[src/rtl/cpu_pkg.sv]
// Shared CPU definitions: control-bundle layout and ALU operation encodings used by
// decode, EX and writeback.
package cpu_pkg;

  localparam int unsigned CTRL_W = 8;

  // Bit positions inside the control bundle.
  localparam int unsigned CTRL_REG_WRITE = 7;
  localparam int unsigned CTRL_MEM_TO_REG = 6;
  localparam int unsigned CTRL_MEM_READ = 5;
  localparam int unsigned CTRL_MEM_WRITE = 4;
  localparam int unsigned CTRL_ALU_SRC = 3;
  localparam int unsigned CTRL_REG_DST = 2;
  localparam int unsigned CTRL_ALU_OP_MSB = 1;
  localparam int unsigned CTRL_ALU_OP_LSB = 0;

  typedef enum logic [1:0] {
    AluAdd   = 2'b00,
    AluSub   = 2'b01,
    AluFunct = 2'b10,
    AluOr    = 2'b11
  } alu_op_e;

  typedef struct packed {
    logic    reg_write;
    logic    mem_to_reg;
    logic    mem_read;
    logic    mem_write;
    logic    alu_src;
    logic    reg_dst;
    alu_op_e alu_op;
  } ctrl_t;

  // An instruction reads rt when the ALU takes it as operand B or when it is a store.
  function automatic logic ctrl_uses_rt(input logic alu_src, input logic mem_write);
    return !alu_src || mem_write;
  endfunction

endpackage

[src/rtl/hazard_unit.sv]
// Load-use hazard detection between the instruction in EX and the one in decode.
// Purely combinational.
module hazard_unit
  import cpu_pkg::*;
#(
  parameter int unsigned WIDTH_ADD = 5
) (
  input  logic                 ex_valid,
  input  logic                 ex_mem_read,
  input  logic [WIDTH_ADD-1:0] ex_dest,
  input  logic                 id_valid,
  input  logic                 id_alu_src,
  input  logic                 id_mem_write,
  input  logic [WIDTH_ADD-1:0] rs_add,
  input  logic [WIDTH_ADD-1:0] rt_add,
  input  logic                 ex_flush,
  output logic                 hazard,
  output logic                 stall
);

  logic uses_rt;
  logic rs_match;
  logic rt_match;

  always_comb begin
    uses_rt  = ctrl_uses_rt(id_alu_src, id_mem_write);
    rs_match = (ex_dest == rs_add);
    rt_match = uses_rt && (ex_dest == rt_add);
    // Register 0 is hard-wired, so a load targeting it never creates a dependency.
    hazard   = ex_valid && ex_mem_read && (ex_dest != '0) && id_valid && (rs_match || rt_match);
    // A taken branch kills the decode slot anyway, so holding it would be pointless.
    stall    = hazard && !ex_flush;
  end

endmodule

[src/rtl/id_ex_stage.sv]
// ID/EX pipeline register with load-use stall and flush bubbles, plus a saturating
// count of inserted bubbles.
module id_ex_stage
  import cpu_pkg::*;
#(
  parameter int unsigned WIDTH     = 32,
  parameter int unsigned WIDTH_ADD = 5
) (
  input  logic                 clk,
  input  logic                 reset,
  input  logic                 id_valid,
  input  logic [WIDTH-1:0]     id_pc,
  input  logic [WIDTH_ADD-1:0] rs_add,
  input  logic [WIDTH_ADD-1:0] rt_add,
  input  logic [WIDTH_ADD-1:0] rd_add,
  input  logic [WIDTH-1:0]     rs_data,
  input  logic [WIDTH-1:0]     rt_data,
  input  logic [15:0]          imm16,
  input  logic [CTRL_W-1:0]    id_ctrl,
  input  logic                 ex_flush,
  output logic                 stall,
  output logic                 ex_valid,
  output logic [CTRL_W-1:0]    ex_ctrl,
  output logic [WIDTH-1:0]     ex_pc,
  output logic [WIDTH-1:0]     ex_rs_data,
  output logic [WIDTH-1:0]     ex_rt_data,
  output logic [WIDTH-1:0]     ex_imm,
  output logic [WIDTH_ADD-1:0] ex_rs_add,
  output logic [WIDTH_ADD-1:0] ex_rt_add,
  output logic [WIDTH_ADD-1:0] ex_dest,
  output logic [15:0]          bubble_count
);

  logic                 hazard;
  logic                 hazard_stall;
  logic                 load_bubble;
  logic [WIDTH-1:0]     imm_ext;
  logic [WIDTH_ADD-1:0] id_dest;

  logic                 valid_q;
  logic [CTRL_W-1:0]    ctrl_q;
  logic [WIDTH-1:0]     pc_q;
  logic [WIDTH-1:0]     rs_data_q;
  logic [WIDTH-1:0]     rt_data_q;
  logic [WIDTH-1:0]     imm_q;
  logic [WIDTH_ADD-1:0] rs_add_q;
  logic [WIDTH_ADD-1:0] rt_add_q;
  logic [WIDTH_ADD-1:0] dest_q;
  logic [15:0]          count_q;

  hazard_unit #(
    .WIDTH_ADD (WIDTH_ADD)
  ) u_hazard_unit (
    .ex_valid     (valid_q),
    .ex_mem_read  (ctrl_q[CTRL_MEM_READ]),
    .ex_dest      (dest_q),
    .id_valid     (id_valid),
    .id_alu_src   (id_ctrl[CTRL_ALU_SRC]),
    .id_mem_write (id_ctrl[CTRL_MEM_WRITE]),
    .rs_add       (rs_add),
    .rt_add       (rt_add),
    .ex_flush     (ex_flush),
    .hazard       (hazard),
    .stall        (hazard_stall)
  );

  always_comb begin
    imm_ext     = {{(WIDTH-16){imm16[15]}}, imm16};
    id_dest     = id_ctrl[CTRL_REG_DST] ? rd_add : rt_add;
    // Hold the front end quiet while reset is asserted; EX contents are not yet meaningful.
    stall       = hazard_stall && !reset;
    load_bubble = ex_flush || hazard_stall;
  end

  always_ff @(posedge clk) begin
    if (reset) begin
      valid_q   <= 1'b0;
      ctrl_q    <= '0;
      pc_q      <= '0;
      rs_data_q <= '0;
      rt_data_q <= '0;
      imm_q     <= '0;
      rs_add_q  <= '0;
      rt_add_q  <= '0;
      dest_q    <= '0;
      count_q   <= '0;
    end else if (load_bubble) begin
      valid_q   <= 1'b0;
      ctrl_q    <= '0;
      pc_q      <= '0;
      rs_data_q <= '0;
      rt_data_q <= '0;
      imm_q     <= '0;
      rs_add_q  <= '0;
      rt_add_q  <= '0;
      dest_q    <= '0;
      if (count_q != 16'hFFFF) begin
        count_q <= count_q + 16'd1;
      end
    end else begin
      valid_q   <= id_valid;
      ctrl_q    <= id_valid ? id_ctrl : '0;
      pc_q      <= id_pc;
      rs_data_q <= rs_data;
      rt_data_q <= rt_data;
      imm_q     <= imm_ext;
      rs_add_q  <= rs_add;
      rt_add_q  <= rt_add;
      dest_q    <= id_dest;
    end
  end

  assign ex_valid     = valid_q;
  assign ex_ctrl      = ctrl_q;
  assign ex_pc        = pc_q;
  assign ex_rs_data   = rs_data_q;
  assign ex_rt_data   = rt_data_q;
  assign ex_imm       = imm_q;
  assign ex_rs_add    = rs_add_q;
  assign ex_rt_add    = rt_add_q;
  assign ex_dest      = dest_q;
  assign bubble_count = count_q;

endmodule

[config.mk]
export PLATFORM = sky130hd
export DESIGN_NAME = id_ex_stage
export DESIGN_NICKNAME = d
export VERILOG_FILES = /design/src/rtl/cpu_pkg.sv /design/src/rtl/hazard_unit.sv /design/src/rtl/id_ex_stage.sv
export SDC_FILE = /design/constraint.sdc
export NUM_CORES = 1
export LEC_CHECK = 0
export BUFFER_PORTS_ARGS = -buffer_cell sky130_fd_sc_hd__clkbuf_2
export CELL_PAD_IN_SITES_DETAIL_PLACEMENT = 1
export CELL_PAD_IN_SITES_GLOBAL_PLACEMENT = 1
export CORE_MARGIN = 1
export CORE_UTILIZATION = 31
export CTS_BUF_LIST = sky130_fd_sc_hd__clkbuf_8
export DETAILED_ROUTE_END_ITERATION = 8
export PLACE_DENSITY = 0.86
export SYNTH_ARGS = -nofsm -noshare
export SYNTH_HDL_FRONTEND = slang
export SYNTH_SLANG_ARGS = --single-unit
[constraint.sdc]
create_clock -name clk -period 2.88 [get_ports clk]
set_clock_uncertainty 0.15 [all_clocks]
set_input_delay 0.144 -clock clk [delete_from_list [all_inputs] [get_ports clk]]
set_output_delay 0.144 -clock clk [all_outputs]
set_load 0.005 [all_outputs]
## Word level (Yosys, flattened, before mapping)

Index checks and enable logic that the tools add are counted.

| cells by class | value |
|---|---|
| add/sub/neg operators | 1 |
| equal/unequal tests | 3 |
| muxes and demuxes | 1 |
| bitwise operators | 1 |
| reduce and logical (&&, ||, !) cells | 17 |

Operator list:

| cell | number |
|---|---|
| adder 16 x 1 -> 16 bit (second input constant) | 1 |
| inequality test 16 bit (second input constant) | 1 |
| == test 5 bit | 2 |
| logical AND 1 bit | 7 |
| 2-to-1 mux 5 bit | 1 |
| nonzero test 5 bit | 1 |
| logical NOT 1 bit | 3 |
| logical OR 1 bit | 3 |
| OR reduction 3 bit | 1 |
| AND reduction 2 bit | 1 |
| OR reduction 2 bit | 1 |
| inverter 1 bit | 1 |

| word-level totals | value |
|---|---|
| bits in registers | 152 |
| bits of input ports | 139 |
| output and inout port bits | 169 |
| word-level logic and storage cells | 33 |

## Logic depth before layout (Yosys ltp)

| depth | value |
|---|---|
| word-level depth | 8 |
| depth in mapped cells | 7 |
| gate-level depth less buffers | 6 |

## Cells and area by module

From an unflattened synthesis, not the netlist that was laid out.

| second synthesis, totals | value |
|---|---|
| cells, all modules | 432 |
| area, all modules | 4798.4 sq um |

Modules (own cells, without submodules):

| module | times used | cells an instance | area each (sq um) | seq. area each (sq um) |
|---|---|---|---|---|
| id_ex_stage | 1 | 411 | 4639.4 | 3042.9 |
| hazard_unit | 1 | 21 | 158.9 | 0.0 |

## Worst setup path before layout

OpenSTA, ideal clock, no wires.

| path | value |
|---|---|
| path kind | flip-flop to flip-flop |
| start | register dest_q[4], in the netlist ex_dest[4] |
| end | register count_q[7], in the netlist bubble_count[7] |
| setup time | 0.070 ns |
| arrival time | 1.946 ns |
| data required time | 2.660 ns |
| slack | 0.714 ns |
| stages on the path, launching flop included | 8 |
| buffers on the path | 1 |
| clock period less this slack | 2.166 ns |
| cells stage by stage | dfxtp_1 xnor2_1 nand4_1 o221a_1 or2_1 buf_2 or4b_1 a21oi_1 |

| between the ends | value |
|---|---|
| word-level cells in the longest chain between the ends | 7 |
| elaborated cells between the ends (all ways) | 11 |
| classes of those cells | eq/ne (2); reduce/logical (9) |

RTL lines:

| element | line | text |
|---|---|---|
| start, declared | id_ex_stage.sv:48 | `logic [WIDTH_ADD-1:0] dest_q;` |
| start signal, assigned | id_ex_stage.sv:109 | `dest_q <= id_dest;` |
| == test 5 bit / nonzero test 5 bit (equally long branches) | hazard_unit.sv:28, hazard_unit.sv:30 |  |
| logical AND 1 bit (on tied branches) | hazard_unit.sv:28, hazard_unit.sv:30 |  |
| logical OR 1 bit / logical AND 1 bit (equally long branches) | hazard_unit.sv:30 | `hazard = ex_valid && ex_mem_read && (ex_dest != '0) && id_valid && (rs_match \|\| rt_match);` |
| logical AND 1 bit * | hazard_unit.sv:30 |  |
| logical AND 1 bit * | hazard_unit.sv:32 | `stall = hazard && !ex_flush;` |
| logical OR 1 bit * | id_ex_stage.sv:72 | `load_bubble = ex_flush \|\| hazard_stall;` |
| AND reduction 2 bit (no line) * | -- |  |
| end signal, assigned | id_ex_stage.sv:98 | `count_q <= count_q + 16'd1;` |
| end, declared | id_ex_stage.sv:49 | `logic [15:0] count_q;` |

Every way passes the cells marked *; elsewhere a longest branch is shown, timed or not.
A chain may end at the register's enable or synchronous reset.

## Worst setup path after layout

| path | value |
|---|---|
| start | input rt_add[2] |
| end | register ctrl_q[6], in the netlist ex_ctrl[6] |

| between the ends | value |
|---|---|
| word-level cells in the longest chain between the ends | 7 |

RTL lines:

| element | line | text |
|---|---|---|
| start, declared | id_ex_stage.sv:14 | `input logic [WIDTH_ADD-1:0] rt_add,` |
| == test 5 bit | hazard_unit.sv:28 | `rt_match = uses_rt && (ex_dest == rt_add);` |
| logical AND 1 bit | hazard_unit.sv:28 |  |
| logical OR 1 bit | hazard_unit.sv:30 |  |
| logical AND 1 bit | hazard_unit.sv:30 |  |
| logical AND 1 bit | hazard_unit.sv:32 |  |
| logical OR 1 bit | id_ex_stage.sv:72 |  |
| OR reduction 3 bit (no line) | -- |  |
| end signal, assigned | id_ex_stage.sv:102 | `ctrl_q <= id_valid ? id_ctrl : '0;` |
| end, declared | id_ex_stage.sv:41 | `logic [CTRL_W-1:0] ctrl_q;` |

Every way passes these cells.

==> results.yml <==
run_status:
  outcome: "completed"
min_path:
  min_path_type: "input port to register"
  hold_end: "bubble_count[7]"
  hold_depth: 2
  hold_path.startpoint: "reset"
sta:
  hold_viol_final: 0
  fin_setup_tns_ns: 0
  slew_headroom: 0.627
  worst_pin_slew_ns: 0.558
  rsz0062_at_grt: "no"
  drv_slew: 0
  final-setup-viol-count: 0
  fmax_ghz: 0.366
  period_share: 0.948
  period_needed_ns: 2.73
grt:
  grt_pass1_vias: 5429
  antenna_found_initial: 1
  grt_max_degree: 137
  grt_use_total: 0.249
  grt_overflow: 0
  grt_pass1_wl_mm: 29.8
setup_path:
  worstPathCellList: "dlygate4sd3_1 -> clkbuf_2 -> xnor2_1 -> nand4_1 -> o22ai_1 -> a211oi_4 -> buf_12 -> and3_1 -> dlygate4sd3_1"
  r2r_slack_ns: 0.19
  critPathRequiredTime_ns: 3.05
  timing.critical_path.mode_cell: "dlygate4sd3_1"
  crit_type: "input port to register"
  cp_data_arrival_time_ns: 2.90
  reg2reg_to: "ex_ctrl[6]"
  cp_num_buf_inv: 4
  r2r_start: "ex_dest[2]"
  max_stage_delay_ns: 0.58
  worst_setup_path_start_kind: "input port"
  r2r_cells: 7
  path_delay_family: "buffers and inverters"
  slowest_stage: "dlygate4sd3_1"
  critPathCaptureType: "register"
  critPathMaxFanout: 136
drt:
  drtIter0Drc: 178
  first_pass_iters: 4
  via_per_inst: 4.45
  topRoutingLayerUsed: "met4"
  wl_per_cell_um: 18.1
  routed-wl-met3_mm: 1.18
  drc: 0
  wl_met2_mm: 10.7
  dr_total_vias: 4744
  m1WireLength_mm: 6.90
  ant_nets: 0
  wl_mm: 19.3
die:
  io_pins: 308
  die_area_sq_mm: 0.0159
  fp-row-count: 44
  fp.dieW_um: 126
  initial_core_util: 0.323
  core_area_sq_mm: 0.0148
  die_h_um: 126
clock_network:
  cts_buffers: 17
  clkLatencyLatePin_ns: 0.44
  cts_tree: "built"
  clockBufferDepth: 2
  clk_pin_slew_ns: 0.08
  root_buffer: "clkbuf_8"
  htree_levels: 4
  clock_sinks: 152
  post_cts_buffers: 0
pwr:
  switchingPower_mw: 1.05
  clockPowerShare: 0.391
  combPwrFrac: 0.113
  p_int_mw: 3.41
  swShare: 0.236
  ir_drop_v: 0.000295
  leakage_nw: 4.02
  seq_power_share: 0.496
  powerDensity_mw_per_mm2: 540
placed_design:
  routabilityCongestion: 0.773
  place_area_sq_mm: 0.00636
  port_buffers: 307
  dp_hpwl_mm: 11.1
logic_synthesis:
  ys_types: 38
  yosys_warnings: 0
  netlist_area_sq_mm: 0.00476
  seq_area_frac_synth: 0.639
  syn_avg_cell_area_sq_um: 11.2
  yosys.area_share.xor_xnor: 0.0276
  synthTopCellsByArea: "dfxtp_1 64%, and2_1 16%, xnor2_1 2.8%"
  ys_dominant_reg_cell: "dfxtp_1"
  ys_async_sr_fraction: 0
  synth.net_count: 567
  ys_ff_latch: 152
  synth-simple-area-share: 0.237
  synth_edf_count: 0
  muxShareOfSynthArea: 0.0129
  yosys.area.top_type_share: 0.639
  synth_top_family_by_area: "simple AND/OR/NAND/NOR gates"
  synth_compound_area_frac: 0.0381
  synth_fa_ha_area_frac: 0.00263
  synth_top_area_cell: "dfxtp_1"
  synth_cells: 427
layout:
  final_core_util: 0.560
  num-fill-cells: 1679
  mostFrequentLayoutCells: "307 x clkbuf_2, 152 x dfxtp_1, 146 x dlygate4sd3_1"
  layout.nets: 1005
  layout-drive-gt1-share: 0.392
  final_area_sq_mm: 0.00826
  areaGrowthSynthToFinish_pct: 73.3
  layout_commonest_cell: "clkbuf_2"
run:
  cap_violations: 0
[through the flow]
stage               std cells  hold slack [ns]  worst slack (ns)  power [mW]
floorplan                 427            0.116             0.714        2.38
global placement          884            0.193             0.639        2.57
detailed placement        884            0.197             0.550        2.58
CTS                      1062          0.00377             0.306        4.46
global route             1063           0.0624             0.110        4.64
finish                   1065           0.0346             0.150        4.46
[how the worst max path moves through the flow]
stage | start | endpoint | cells after the start
finish | rt_add[2] | ex_ctrl[6] | 9
global route | ex_dest[2] | ex_ctrl[6] | 7
CTS | rt_add[4] | ex_ctrl[6] | 9
detailed placement | ex_dest[4] | bubble_count[7] | 6
global placement | ex_dest[4] | bubble_count[7] | 6
floorplan | ex_dest[4] | bubble_count[7] | 7
[cell usage after synthesis, drive strengths merged (5+ instances only)]
library cell and number:
dfxtp 152, nor2b 6, and3 10, nand3 9, mux2i 5, nor2 11, xnor2 15, a21oi 12
nor3 6, clkbuf 16, nand2 10, buf 19, and2 123
[logic make-up after synthesis]
family | after synthesis
AND/OR/NAND/NOR | 189
flip-flops | 152
buffers and inverters | 38
AO/OA/AOI/OAI | 26
XOR/XNOR | 15
multiplexers | 6
adder cells (fa/ha/maj) | 1
[worst register-to-register path, stage by stage, from the launching register on]
cell	delay, ns
dfxtp_1	0.42
xnor2_1	0.15
nand4_1	0.15
o22ai_1	0.37
a211oi_4	0.12
buf_12	0.21
and3_1	0.42
dlygate4sd3_1	0.58
[sequential cells by signal, indices dropped and copies added, names as in the netlist]
name,cells
bubble_count,16
ex_ctrl,8
ex_dest,5
ex_imm,16
ex_pc,32
ex_rs_add,5
ex_rs_data,32
ex_rt_add,5
ex_rt_data,32
ex_valid,1
[power by group through the flow]
stage	sequential, mW	combinational, mW	clock (mW)
final	2.21	0.505	1.74
after global routing	2.22	0.546	1.87
after CTS	2.21	0.488	1.76
after detailed placement	2.26	0.328	0
after global placement	2.25	0.318	0
after floorplan	2.26	0.117	0
[per-layer routing]
| layer | vias up | GRT usage |
|---|---|---|
| met5 | - | 0 |
| met2 | 205 | 0.487 |
| met4 | 0 | 0.106 |
| li1 | 2236 | - |
| met1 | 2263 | 0.242 |
| met3 | 40 | 0.0692 |
[cell type report]
class                   instances  area, sq um  area share
inverters                       3         11.3     0.00136
flip-flops and latches        152         3040       0.369
clock buffers                  20          275      0.0333
well taps                     184          230      0.0279
repair buffers                454         3020       0.366
clock inverters                12          149      0.0180
diodes                          3         7.51    0.000909
multi-input cells             237         1520       0.184
[what timing repair did]
item / 4_1_cts / 5_1_grt
hold endpoints to repair: 136 / 0
endpoints found under the setup margin: 0 / 0
resized for setup: 0 / 0
hold buffers: 146 / 0
Note: power is estimated with default switching activity, not from simulation.
